File: src/rtl/efpga_fifo_push_arbiter.sv
// Round-robin, burst-limited arbiter sharing one FIFO write port among NUM_REQ producers.
// Grant/state are registered; push, ready and write data follow the current grant combinationally.
//
// state | meaning
// IDLE  | no grant; arbitrate among valid requesters (one cycle between grants)
// GRANT | one requester owns the FIFO write port until last/burst/valid-drop/flush
module efpga_fifo_push_arbiter #(
  parameter int NUM_REQ   = 4,
  parameter int WIDTH     = 32,
  parameter int MAX_BURST = 4,
  parameter int CNT_W     = $clog2(MAX_BURST + 1)
) (
  input  logic                     clk_i,
  input  logic                     rst_ni,
  input  logic [NUM_REQ-1:0]       req_valid_i,
  input  logic [NUM_REQ-1:0]       req_last_i,
  input  logic [NUM_REQ*WIDTH-1:0] req_data_i,
  output logic [NUM_REQ-1:0]       req_ready_o,
  output logic [NUM_REQ-1:0]       grant_o,
  input  logic                     fifo_full_i,
  output logic                     fifo_push_o,
  output logic [WIDTH-1:0]         fifo_wdata_o,
  input  logic                     flush_i,
  output logic                     fifo_flush_o,
  output logic                     busy_o
);

  localparam int IDX_W = $clog2(NUM_REQ);
  localparam logic [CNT_W-1:0] BURST_END = CNT_W'(MAX_BURST - 1);
  localparam logic [CNT_W-1:0] BURST_MAX = CNT_W'(MAX_BURST);

  typedef enum logic {IDLE, GRANT} state_t;

  state_t             state;
  logic [NUM_REQ-1:0] grant;
  logic [IDX_W-1:0]   last_idx;
  logic [CNT_W-1:0]   beat_cnt;

  logic [WIDTH-1:0]   data_arr [NUM_REQ];
  logic               any_valid;
  logic [IDX_W-1:0]   next_idx;
  logic               in_grant;
  logic               port_open;
  logic               valid_g;
  logic               last_g;
  logic               push;

  for (genvar k = 0; k < NUM_REQ; k++) begin : g_unpack
    assign data_arr[k] = req_data_i[k*WIDTH +: WIDTH];
  end

  // Scan from the farthest offset down so the nearest valid index after last_idx wins.
  always_comb begin
    int               cand;
    logic [IDX_W-1:0] cand_idx;
    cand      = 0;
    cand_idx  = '0;
    next_idx  = last_idx;
    any_valid = 1'b0;
    for (int off = NUM_REQ; off >= 1; off--) begin
      cand     = (int'(last_idx) + off) % NUM_REQ;
      cand_idx = IDX_W'(cand);
      if (req_valid_i[cand_idx]) begin
        next_idx  = cand_idx;
        any_valid = 1'b1;
      end
    end
  end

  // last_idx doubles as the granted index while in GRANT.
  assign in_grant  = (state == GRANT);
  assign port_open = ~fifo_full_i & ~flush_i;
  assign valid_g   = req_valid_i[last_idx];
  assign last_g    = req_last_i[last_idx];
  assign push      = in_grant & valid_g & port_open;

  assign fifo_push_o  = push;
  assign fifo_wdata_o = in_grant ? data_arr[last_idx] : '0;
  assign req_ready_o  = (in_grant && port_open) ? grant : '0;
  assign grant_o      = grant;
  assign busy_o       = in_grant;
  assign fifo_flush_o = flush_i & rst_ni;

  always_ff @(posedge clk_i or negedge rst_ni) begin
    if (!rst_ni) begin
      state    <= IDLE;
      grant    <= '0;
      last_idx <= IDX_W'(NUM_REQ - 1);
      beat_cnt <= '0;
    end else begin
      case (state)
        IDLE: begin
          if (!flush_i && any_valid) begin
            state    <= GRANT;
            grant    <= NUM_REQ'(1) << next_idx;
            last_idx <= next_idx;
            beat_cnt <= '0;
          end
        end
        GRANT: begin
          if (flush_i) begin
            state    <= IDLE;
            grant    <= '0;
            beat_cnt <= '0;
          end else if (push) begin
            if (last_g || beat_cnt == BURST_END) begin
              state    <= IDLE;
              grant    <= '0;
              beat_cnt <= '0;
            end else begin
              beat_cnt <= beat_cnt + CNT_W'(1);
            end
          end else if (!valid_g && !fifo_full_i) begin
            state    <= IDLE;
            grant    <= '0;
            beat_cnt <= '0;
          end
        end
        default: begin
          state    <= IDLE;
          grant    <= '0;
          beat_cnt <= '0;
        end
      endcase
    end
  end

`ifndef SYNTHESIS
  a_grant_onehot0: assert property (@(posedge clk_i) disable iff (!rst_ni) $onehot0(grant_o));
  a_push_not_full: assert property (@(posedge clk_i) disable iff (!rst_ni) fifo_push_o |-> !fifo_full_i);
  a_beat_range:    assert property (@(posedge clk_i) disable iff (!rst_ni) beat_cnt <= BURST_MAX);
`endif

endmodule

File: config.mk
export PLATFORM = sky130hd
export DESIGN_NAME = efpga_fifo_push_arbiter
export DESIGN_NICKNAME = d
export VERILOG_FILES = /design/src/rtl/efpga_fifo_push_arbiter.sv
export SDC_FILE = /design/constraint.sdc
export NUM_CORES = 1
export LEC_CHECK = 0
export BUFFER_PORTS_ARGS = -buffer_cell sky130_fd_sc_hd__buf_4
export CAP_MARGIN = 5
export CORE_AREA = 2 2 72 74
export DETAILED_ROUTE_END_ITERATION = 6
export DIE_AREA = 0 0 74 76
export GPL_ROUTABILITY_DRIVEN = 0
export GPL_TIMING_DRIVEN = 0
export PLACE_DENSITY = 0.9
export SETUP_SLACK_MARGIN = 0.4
export SYNTH_ARGS = -nofsm -noshare
export SYNTH_HDL_FRONTEND = slang
export SYNTH_SLANG_ARGS = --single-unit
File: constraint.sdc
create_clock -name clk_i -period 6.7 [get_ports clk_i]
set_input_delay 1.34 -clock clk_i [delete_from_list [all_inputs] [get_ports clk_i]]
set_output_delay 1.34 -clock clk_i [all_outputs]
set_load 0.05 [all_outputs]
==> summary.md, run 1 <==
| Metric | Value |
|---|---|
| Run status | `finished, final reports clean` |
| Via count | `slightly above 2,000` |
| Fmax | `approximately 270 MHz` |
| DRC Markers | `0` |
| Setup TNS | `0 ns` |
| Antenna violations before repair | `0` |
| Worst Path Required | `between 5 and 6 ns` |
| CP Capture Type | `output port` |
| CTS buffer count | `3` |
| Mean Syn Cell Area | `approximately 12 µm²` |
| Worst path depth | `6` |
| Antenna-violating nets left | `0` |
| Core area | `4910 µm²` |
| Max Buffers Root-to-Sink | `2` |
| CP max-delay cell | `dfstp_2` |
| Crit-path max FO | `10` |
| Met3 Use GR | `about 5.8%` |
| Detailed Routing Iterations Pass 1 | `4` |
| Crit-path cells | `buf_2, buf_2, clkbuf_1, mux4_2, and2_1, buf_4` |
| Sequential area share after synthesis | `around 15%` |
| Most used DFF post-synth | `dfrtp_1` |
| FF-to-FF Start | `last_idx[1]` |
| Area leader, netlist | `mux4_2` |
| Htree depth | `1` |
| Final Core Density | `64.7%` |
| Cells after DPL | `a little under 400` |
| Crit path top cell by count | `buf_2` |
| Commonest cells after routing, fill and taps aside | `buf_4 (182), and2_1 (38), mux4_2 (33)` |
| Synthesis-stage register bit count | `10` |
| Vias per cell | `between 5 and 6` |
| Slew @ Worst Pin | `between 0.5 and 0.6 ns` |
| CTS tree | `built` |
| Hold Vio Cnt, Final | `0` |
| Max Slew Vio Count | `0` |
| Worst hold path type | `register to register` |
| DIE WIDTH | `roughly 74 µm` |
| GRT busiest layer | `met2` |
| RSZ-0062 raised after global routing | `false` |
| Power per cell area | `between 300 and 400 nW/µm²` |
| Grt met1 use | `between 20 and 30%` |
| Critical path's largest stage delay | `about 0.51 ns` |
| Area Overhead vs Synth | `90.5%` |
| Clock sinks | `10` |
| Post-CTS setup buffer count | `0` |
| Max Cap Viol | `0` |
| Peak supply drop | `roughly 280 µV` |
| Data arrival, critical path | `2.40 ns` |
| Leakage | `between 1.5 and 2 nW` |
| Clock transition at path regs | `about 0.050 ns` |
| Hpwl dp | `around 5.9 mm` |
| Hold path depth | `1` |
| Rel. slew slack | `between 60% and 70%` |
| Total power draw | `around 1.1 mW` |
| Setup CP Type | `register to output port` |
| Final nets | `470` |
| First-pass GRT wire length | `10.5 mm` |
| Share of post-route cells with drive strength above 1 | `approximately 73%` |
| Initial Utilization | `between 30 and 40%` |
| Die Height | `~76 µm` |
| Worst Reg-to-Reg Cells | `5` |
| Skew final | `between 0.002 and 0.003 ns` |
| Iter 0 DRT Violations | `57` |
| Remaining global-route overflow | `0` |
| Rows | `26` |
| Root buf cell | `clkbuf_8` |
| Commonest non-fill, non-tap cell in the layout | `buf_4` |
| Die Area | `around 5600 µm²` |
| Global Route Usage Sum | `roughly a quarter` |
| # setup viols final | `0` |
| Port buffer count | `182` |
| Io pins | `approximately 180` |
| Met2 Resource Use GR | `43.4%` |
| Syn Std Cell Area | `around 1700 µm²` |
| Reg2reg end | `grant_o[3]` |
| Largest net degree at the start of global routing | `12` |
| Min Tclk post-route | `3.74 ns` |
| Tcrit/Tclk final | `a little under three fifths` |
| Routed WL per cell | `17.2 µm` |
| Startpoint types | `register` |
| ANT cells | `0` |
| Buffers plus inverters on the worst setup path | `4` |
| Hold_buf cts | `0` |
| Final wirelength | `6.81 mm` |
| Synthesis Warnings | `0` |
| Number of flops mapped to enable cells by yosys | `0` |
| CP delay by family, top | `buffers and inverters` |
| Synth cell types | `32` |
| Clk_lat worst skew | `roughly 0.23 ns` |
| Post-synth top area share | `between 40% and 50%` |
| Syn nets | `between 200 and 300` |
| Reg2Reg Setup Slack | `~4.7 ns` |
| Synth async-reset ratio | `100%` |
| Post_cts resized | `0` |
| Largest cells by area after synthesis | `mux4_2 (45%), and2_1 (14%), dfrtp_1 (12%)` |
| Final Non-Filler Cells | `about 400` |
| Vias in the first global route | `roughly 2,200` |
| Crit path capture | `fifo_wdata_o[7]` |
| Mapped Cells | `141` |
| Crit. Startpoint | `last_idx[1]` |
[per-layer routing]
layer  wire [µm]  vias to the layer above
met5           0                        -
met4         261                        0
met3         617                       22
met2        3620                      101
met1        2310                      978
li1            -                      923
[worst min-delay path by stage]
stage,startpoint,to,slack (ns)
5_1_grt,beat_cnt[0],beat_cnt[0],0.52
2_1_floorplan,beat_cnt[0],beat_cnt[0],0.46
6_report,beat_cnt[1],beat_cnt[1],0.50
4_1_cts,beat_cnt[1],beat_cnt[1],0.50
3_5_place_dp,beat_cnt[1],beat_cnt[1],0.49
3_3_place_gp,beat_cnt[0],beat_cnt[0],0.48
[where the power goes]
| part | internal (mW) | switching, mW |
|---|---|---|
| registers | 0.0846 | 0.0152 |
| clock network | 0.0517 | 0.0237 |
| logic | 0.425 | 0.534 |
| total | 0.561 | 0.573 |
[metrics by stage]
stage	worst slack, ns	hold WS (ns)	cell area (µm²)
after floorplan	3.24	0.463	1670
after global placement	2.99	0.480	3120
after detailed placement	2.99	0.492	3120
after CTS	2.95	0.504	3180
after global routing	2.82	0.515	3180
final	2.96	0.501	3180
[synth_stat cells, types with 3 or more instances]
cell type  count
clkbuf_1       7
nand2b_1       3
mux4_2        33
and2_1        38
o21ai_0        3
dfrtp_1        8
buf_2          6
mux2_4         3
nor3b_1        3
a21oi_1        5
nor2_1         3
inv_1          3
[flip-flops by register name, summed over array words and instances, names as in the netlist]
register,count
grant_o,4
last_idx,2
busy_o,1
beat_cnt,3
[final cells by class]
type / instances / area (µm²)
Tap cell: 70 / 87.6
Buffer: 13 / 56.3
Fill cell: 402 / 1740
Clock buffer: 4 / 55.1
Multi-Input combinational cell: 115 / 1350
Inverter: 3 / 11.3
Timing Repair Buffer: 182 / 1370
Sequential cell: 10 / 253
[kinds of logic after synthesis]
family	synth area share, %
buf+inv	4.05
mux	50.5
simple gates	22.1
flops	15.2
fa+ha+maj	1.50
compound gates	6.68
No activity file was read; power rests on OpenSTA's default activity.
==> run 2, diff against run 1 <==
ABC_AREA = 1   (was not set)
CORE_AREA = not set   (was 2 2 72 74)
CORE_UTILIZATION = 32   (was not set)
DIE_AREA = not set   (was 0 0 74 76)
PLACE_DENSITY = 0.88   (was 0.9)
clock period = 3.3 ns   (was 6.7 ns; I/O delays follow)
==> run 2 against run 1 <==
Compared with the run above:
- global-route usage up 4.6 points
- cell area about the same
- total power rose to 2.6 times the previous value
- clock power up 78%
- sequential power up 99%
- synthesized cell count up 98%
- worst hold slack worse by 0.26 ns
- via count up 45%
- wire length up 22%
- die area down 1.8%
- synthesized area up 0.30%
- combinational power rose to 2.7 times the previous value
==> summary.md, run 2 <==
| Metric | Value |
|---|---|
| Min Tclk post-route | `2.77 ns` |
| Run status | `finished, final reports clean` |
| Rel. slew slack | `63.0%` |
| ANT cells | `0` |
| Largest cells by area after synthesis | `nand3_1 (22%), a22oi_1 (14%), a31oi_1 (12%)` |
| Max Cap Viol | `0` |
| Skew final | `0.00103 ns` |
| Power per cell area | `928 nW/µm²` |
| Vias in the first global route | `about 2,800` |
| Worst Reg-to-Reg Cells | `10` |
| Multiplexer share of the synthesized area | `0%` |
| Initial Utilization | `roughly a third` |
| Post-synth top area share | `21.5%` |
| Global Route Usage Sum | `between 20% and 30%` |
| Sequential area share after synthesis | `approximately 15%` |
| Remaining global-route overflow | `0` |
| Syn Std Cell Area | `between 1500 and 2000 µm²` |
| CP Capture Type | `output port` |
| Total power draw | `slightly below 3 mW` |
| Area leader, netlist | `nand3_1` |
| Die Height | `between 70 and 80 µm` |
| Multi-input gate area | `approximately 1200 µm²` |
| Filler Cell Count | `452` |
| Data arrival, critical path | `about 2.1 ns` |
| Most used DFF post-synth | `dfrtp_1` |
| Root buf cell | `clkbuf_8` |
| Crit. Startpoint | `last_idx[1]` |
| Worst setup margin | `about 0.53 ns` |
| Reg2reg end | `grant_o[1]` |
| Io pins | `approximately 180` |
| Crit-path max FO | `10` |
| Cell Area, Placed | `3120 µm²` |
| Final wirelength | `between 8 and 9 mm` |
| Mean Syn Cell Area | `~6 µm²` |
| Clock transition at path regs | `roughly 0.050 ns` |
| Commonest cells after routing, fill and taps aside | `buf_4 (183), nand3_1 (72), nand2_1 (53)` |
| Post-CTS setup buffer count | `0` |
| Commonest non-fill, non-tap cell in the layout | `buf_4` |
| Setup CP Type | `register to output port` |
| Htree depth | `1` |
| # setup viols final | `0` |
| Peak supply drop | `376 µV` |
| CP max-delay cell | `dfstp_2` |
| CTS buffer count | `3` |
| Clk_lat worst skew | `roughly 0.24 ns` |
| Vias per cell | `5.50` |
| Mapped Cells | `approximately 280` |
| Final Non-Filler Cells | `between 500 and 600` |
| Final nets | `slightly above 600` |
| Buffers plus inverters on the worst setup path | `4` |
| Core area | `approximately 5000 µm²` |
| Antenna violations before repair | `0` |
| Area Overhead vs Synth | `89.8%` |
| Reg2Reg Setup Slack | `between 1.5 and 2 ns` |
| CTS tree | `built` |
| RSZ-0062 raised after global routing | `true` |
| Port buffer count | `182` |
| Hpwl dp | `roughly 6.6 mm` |
| Via count | `~2,900` |
| Most common cell in the synthesized netlist | `nand3_1` |
| Worst Path Required | `around 2.6 ns` |
| Leakage | `~1.6 nW` |
| Hold_buf cts | `0` |
| Rows | `25` |
| Syn nets | `about 420` |
| Antenna-violating nets left | `0` |
| First-pass GRT wire length | `around 12 mm` |
| Post-synthesis compound-gate area fraction | `a little under a third` |
| Crit-path cells | `buf_4, buf_2, clkbuf_1, nand3_1, a31oi_1, buf_4` |
| Startpoint types | `register` |
| Share of post-route cells with drive strength above 1 | `between 40% and 50%` |
| Finished Cell Area | `3180 µm²` |
| Max reg flops | `4` |
| FF-to-FF Start | `last_idx[0]` |
| Cells after DPL | `about 530` |
| Worst hold path type | `input port to async pin` |
| Routed WL per cell | `around 16 µm` |
| Crit path top cell by count | `buf_4` |
| Hold Vio Cnt, Final | `0` |
| Commonest cells in the netlist | `nand3_1 (72), nand2_1 (53), a22oi_1 (32), a31oi_1 (32), inv_1 (18)` |
| DIE WIDTH | `approximately 74 µm` |
| Tcrit/Tclk final | `between 80 and 90%` |
| Die Area | `between 5000 and 6000 µm²` |
| Setup TNS | `0 ns` |
| Synthesis-stage register bit count | `10` |
| Pre-CTS WS | `0.714 ns` |
| Number of flops mapped to enable cells by yosys | `0` |
| Critical path's largest stage delay | `roughly 0.51 ns` |
| Synth cell types | `28` |
| DRC Markers | `0` |
| Slew @ Worst Pin | `0.555 ns` |
| Largest net degree at the start of global routing | `12` |
| Fmax | `~360 MHz` |
| Max Buffers Root-to-Sink | `2` |
| Largest family of logic cells by synthesized area | `simple AND/OR/NAND/NOR gates` |
| Post-Synth XOR/XNOR Area | `0%` |
| Synth async-reset ratio | `100%` |
| Max Slew Vio Count | `0` |
| Adder-Cell Fraction of Synth Area | `around 1.5%` |
| Reg area | `about 250 µm²` |
| Detailed Routing Iterations Pass 1 | `5` |
| Clock sinks | `10` |
| Synthesis Warnings | `0` |
| Minimum hold slack | `roughly 0.24 ns` |
| CP delay by family, top | `buffers and inverters` |
| Simple-Gate Fraction of Synth Area | `40.9%` |
| Iter 0 DRT Violations | `approximately 160` |
| Final Core Density | `65.1%` |
run 2: cell count changes after synthesis, moves of 4 or more:
| cell | delta |
|---|---|
| and2_1 | -38 |
| nor2_1 | +6 |
| buf_2 | -4 |
| nand2_1 | +51 |
| nand3_1 | +72 |
| inv_1 | +15 |
| clkbuf_1 | +10 |
| a31oi_1 | +31 |
| buf_1 | +4 |
| a22oi_1 | +32 |
| mux4_2 | -33 |
run 2: worst max path at each step:
stage	to	slack, ns	depth (start not counted)
6_report	fifo_wdata_o[12]	0.53	6
5_1_grt	fifo_wdata_o[3]	0.40	6
2_1_floorplan	fifo_wdata_o[0]	0.54	5
3_3_place_gp	fifo_wdata_o[8]	0.78	6
3_5_place_dp	fifo_wdata_o[18]	0.71	6
4_1_cts	fifo_wdata_o[18]	0.46	6
run 2: logic make-up after synthesis:
logic type / after synthesis
AOI/OAI and AO/OA: 74
adders and majority gates: 2
buffers and inverters: 48
DFF: 10
and+or+nand+nor: 145
run 2: timing repair:
item,in CTS,in global routing
endpoints found under the setup margin,0,10
gates resized for setup,0,10
hold endpoints to repair,0,0
run 2: report_power, final:
| group | leakage (nW) | internal [mW] | total (mW) | switching, mW |
|---|---|---|---|---|
| registers | 0.129 | 0.171 | 0.199 | 0.0282 |
| clock network | 0.0228 | 0.0847 | 0.134 | 0.0496 |
| logic | 1.47 | 0.801 | 2.61 | 1.81 |
run 2: final cells by class:
class / instances / area share, %
plain buffers: 26 / 3.98
repair buffers: 182 / 43.0
multi-input cells: 221 / 38.3
clock buffers: 4 / 1.42
inverters: 22 / 2.68
flip-flops and latches: 10 / 7.96
well taps: 67 / 2.64
run 2: routing by layer:
| metal | global-route usage (%) | vias up | part of all wire (%) | wire, µm |
|---|---|---|---|---|
| met3 | 7.45 | 29 | 8.4 | 701 |
| met1 | 31.5 | 1335 | 36 | 3000 |
| li1 | - | 1384 | - | - |
| met2 | 49.7 | 180 | 52 | 4330 |
| met5 | 0 | - | 0 | 0 |
| met4 | 15.3 | 0 | 3.3 | 274 |
==> run 3, diff against run 2 <==
ABC_AREA = 0   (was 1)
clock period = 2.31 ns   (was 3.3 ns; I/O delays follow)
==> run 3 against run 2 <==
Compared with the run above:
- the run now ends with setup timing left
- count of clock-buffer cells in the layout is the same
- first-iteration DRC count shrank 60%
- global-route usage grew 0.78 points
- critical endpoint is now fifo_wdata_o[6]
- largest cell class unchanged
==> summary.md, run 3 (same netlist as run 1, synthesis figures left out) <==
| Metric | Value |
|---|---|
| DIE WIDTH | `roughly 74 µm` |
| First-pass GRT wire length | `around 12 mm` |
| Die Height | `around 74 µm` |
| RSZ-0062 raised after global routing | `true` |
| FF-to-FF Start | `last_idx[0]` |
| Cells after DPL | `390` |
| Die Area | `5500 µm²` |
| ANT cells | `0` |
| Setup CP Type | `register to output port` |
| Final wirelength | `between 8 and 9 mm` |
| Max Cap Viol | `0` |
| Max layer used | `met4` |
| Rel. slew slack | `between 50% and 60%` |
| Clock sinks | `10` |
| Reg2Reg Setup Slack | `-0.04 ns` |
| Slew @ Worst Pin | `around 0.66 ns` |
| Via count | `2,156` |
| Data arrival, critical path | `2.00 ns` |
| Min Tclk post-route | `roughly 2.5 ns` |
| Minimum hold slack | `0.0309 ns` |
| Run status | `finished, violations left` |
| Routed WL per cell | `20.3 µm` |
| Worst setup margin | `-0.149 ns` |
| Core area | `just under 5000 µm²` |
| Met3 WL post-DR | `just over 700 µm` |
| Port buffer count | `between 150 and 200` |
| Clk_lat worst skew | `about 0.25 ns` |
| Hold Vio Cnt, Final | `0` |
| Antenna-violating nets left | `0` |
| Final Non-Filler Cells | `409` |
| DRC Markers | `0` |
| Remaining global-route overflow | `0` |
| Rows | `25` |
| Reg2reg end | `grant_o[2]` |
| Detailed Routing Iterations Pass 1 | `4` |
| Fmax | `between 400 and 500 MHz` |
| CTS tree | `built` |
| Tcrit/Tclk final | `106%` |
| Hold_buf cts | `0` |
| Root buf cell | `clkbuf_8` |
| Area Overhead vs Synth | `121%` |
| Wl on met1 | `between 2 and 3 mm` |
| Share of post-route cells with drive strength above 1 | `a little under nine tenths` |
| Global Route Usage Sum | `approximately 30%` |
| Startpoint types | `register` |
| # setup viols final | `37` |
| CP Capture Type | `output port` |
| Hpwl dp | `about 6.2 mm` |
| Htree depth | `1` |
| Failing checks | `setup timing` |
| Vias per cell | `between 5 and 6` |
| Clock transition at path regs | `approximately 0.050 ns` |
| Commonest cells after routing, fill and taps aside | `buf_4 (157), buf_6 (35), mux4_2 (33), and2_4 (33)` |
| Largest net degree at the start of global routing | `12` |
| Metal2 WL | `4.44 mm` |
| Worst Path Required | `1.85 ns` |
| Iter 0 DRT Violations | `between 60 and 70` |
| Vias in the first global route | `approximately 2,300` |
| Skew final | `approximately 0.00084 ns` |
| Commonest non-fill, non-tap cell in the layout | `buf_4` |
| Antenna violations before repair | `0` |
| Leakage | `about 1.8 nW` |
| Max reg flops | `4` |
| Worst Reg-to-Reg Cells | `10` |
| Io pins | `approximately 180` |
| Crit-path max FO | `6` |
| Worst hold path type | `input port to async pin` |
| Max Slew Vio Count | `0` |
| Initial Utilization | `between 30% and 40%` |
| Max Buffers Root-to-Sink | `2` |
| Peak supply drop | `633 µV` |
| Final nets | `485` |
| Power per cell area | `approximately 1100 nW/µm²` |
| CTS buffer count | `3` |
[run 3: cell types whose count changed in the layout (fill, tap and decap cells not counted), sizes merged, moves of 6 or more]
cell | before | now
clkbuf | 23 | 11
and2 | 0 | 39
a22oi | 32 | 0
nand2 | 58 | 5
inv | 22 | 3
buf | 189 | 203
a31oi | 32 | 1
mux4 | 0 | 33
nor2 | 11 | 3
nand3 | 73 | 0
mux2 | 0 | 6
[run 3: what timing repair did]
action | 4_1_cts | 5_1_grt
setup buffers | 9 | 5
resized for setup | 50 | 7
setup endpoints to repair | 39 | 41
pin swaps | 0 | 1
cloned | 1 | 0
[run 3: critical path, stage by stage, from the launching register on]
cell and delay [ns]:
dfstp_2 0.55, buf_12 0.13, buf_12 0.10, buf_12 0.11, mux4_2 0.51, and2_4 0.19, buf_8 0.14
[run 3: worst max path at each step]
stage                      from               end  slack (ns)
floorplan           last_idx[0]  fifo_wdata_o[10]        0.28
global route        last_idx[0]   fifo_wdata_o[3]       -0.18
global placement    last_idx[1]  fifo_wdata_o[11]        0.06
CTS                 last_idx[0]   fifo_wdata_o[6]       -0.13
detailed placement  last_idx[1]   fifo_wdata_o[6]        0.03
finish              last_idx[0]   fifo_wdata_o[6]       -0.15
[run 3: metal layers]
metal,vias up,global-route usage (%)
li1,950,-
met1,1032,28.6
met2,133,54.7
met3,41,7.72
met4,0,17.3
met5,-,0
[run 3: where the power goes]
| part | switching, mW | internal, mW | leakage [nW] |
|---|---|---|---|
| clock network | 0.0849 | 0.151 | 0.0288 |
| registers | 0.0464 | 0.246 | 0.127 |
| logic | 1.76 | 1.93 | 1.63 |
| total | 1.89 | 2.33 | 1.78 |
[run 3: area by class of cell]
cell class / count / area (µm²)
Inverter: 3 / 11.3
Fill cell: 314 / 1190
Multi-Input combinational cell: 115 / 1450
Sequential cell: 10 / 254
Clock buffer: 4 / 55.1
Buffer: 13 / 156
Tap cell: 67 / 83.8
Timing Repair Buffer: 197 / 1680
[run 3: per-stage QoR]
stage	TNS (ns)	total power, mW	cell area, µm²	util, %	setup WS (ns)
final	-2.67	4.22	3690	75.6	-0.149
after global routing	-4.13	4.40	3690	75.6	-0.177
after CTS	-2.31	4.14	3640	74.5	-0.131
after detailed placement	0	3.42	3260	66.9	0.0325
after global placement	0	3.36	3260	66.9	0.0622
after floorplan	0	2.67	1810	-	0.284
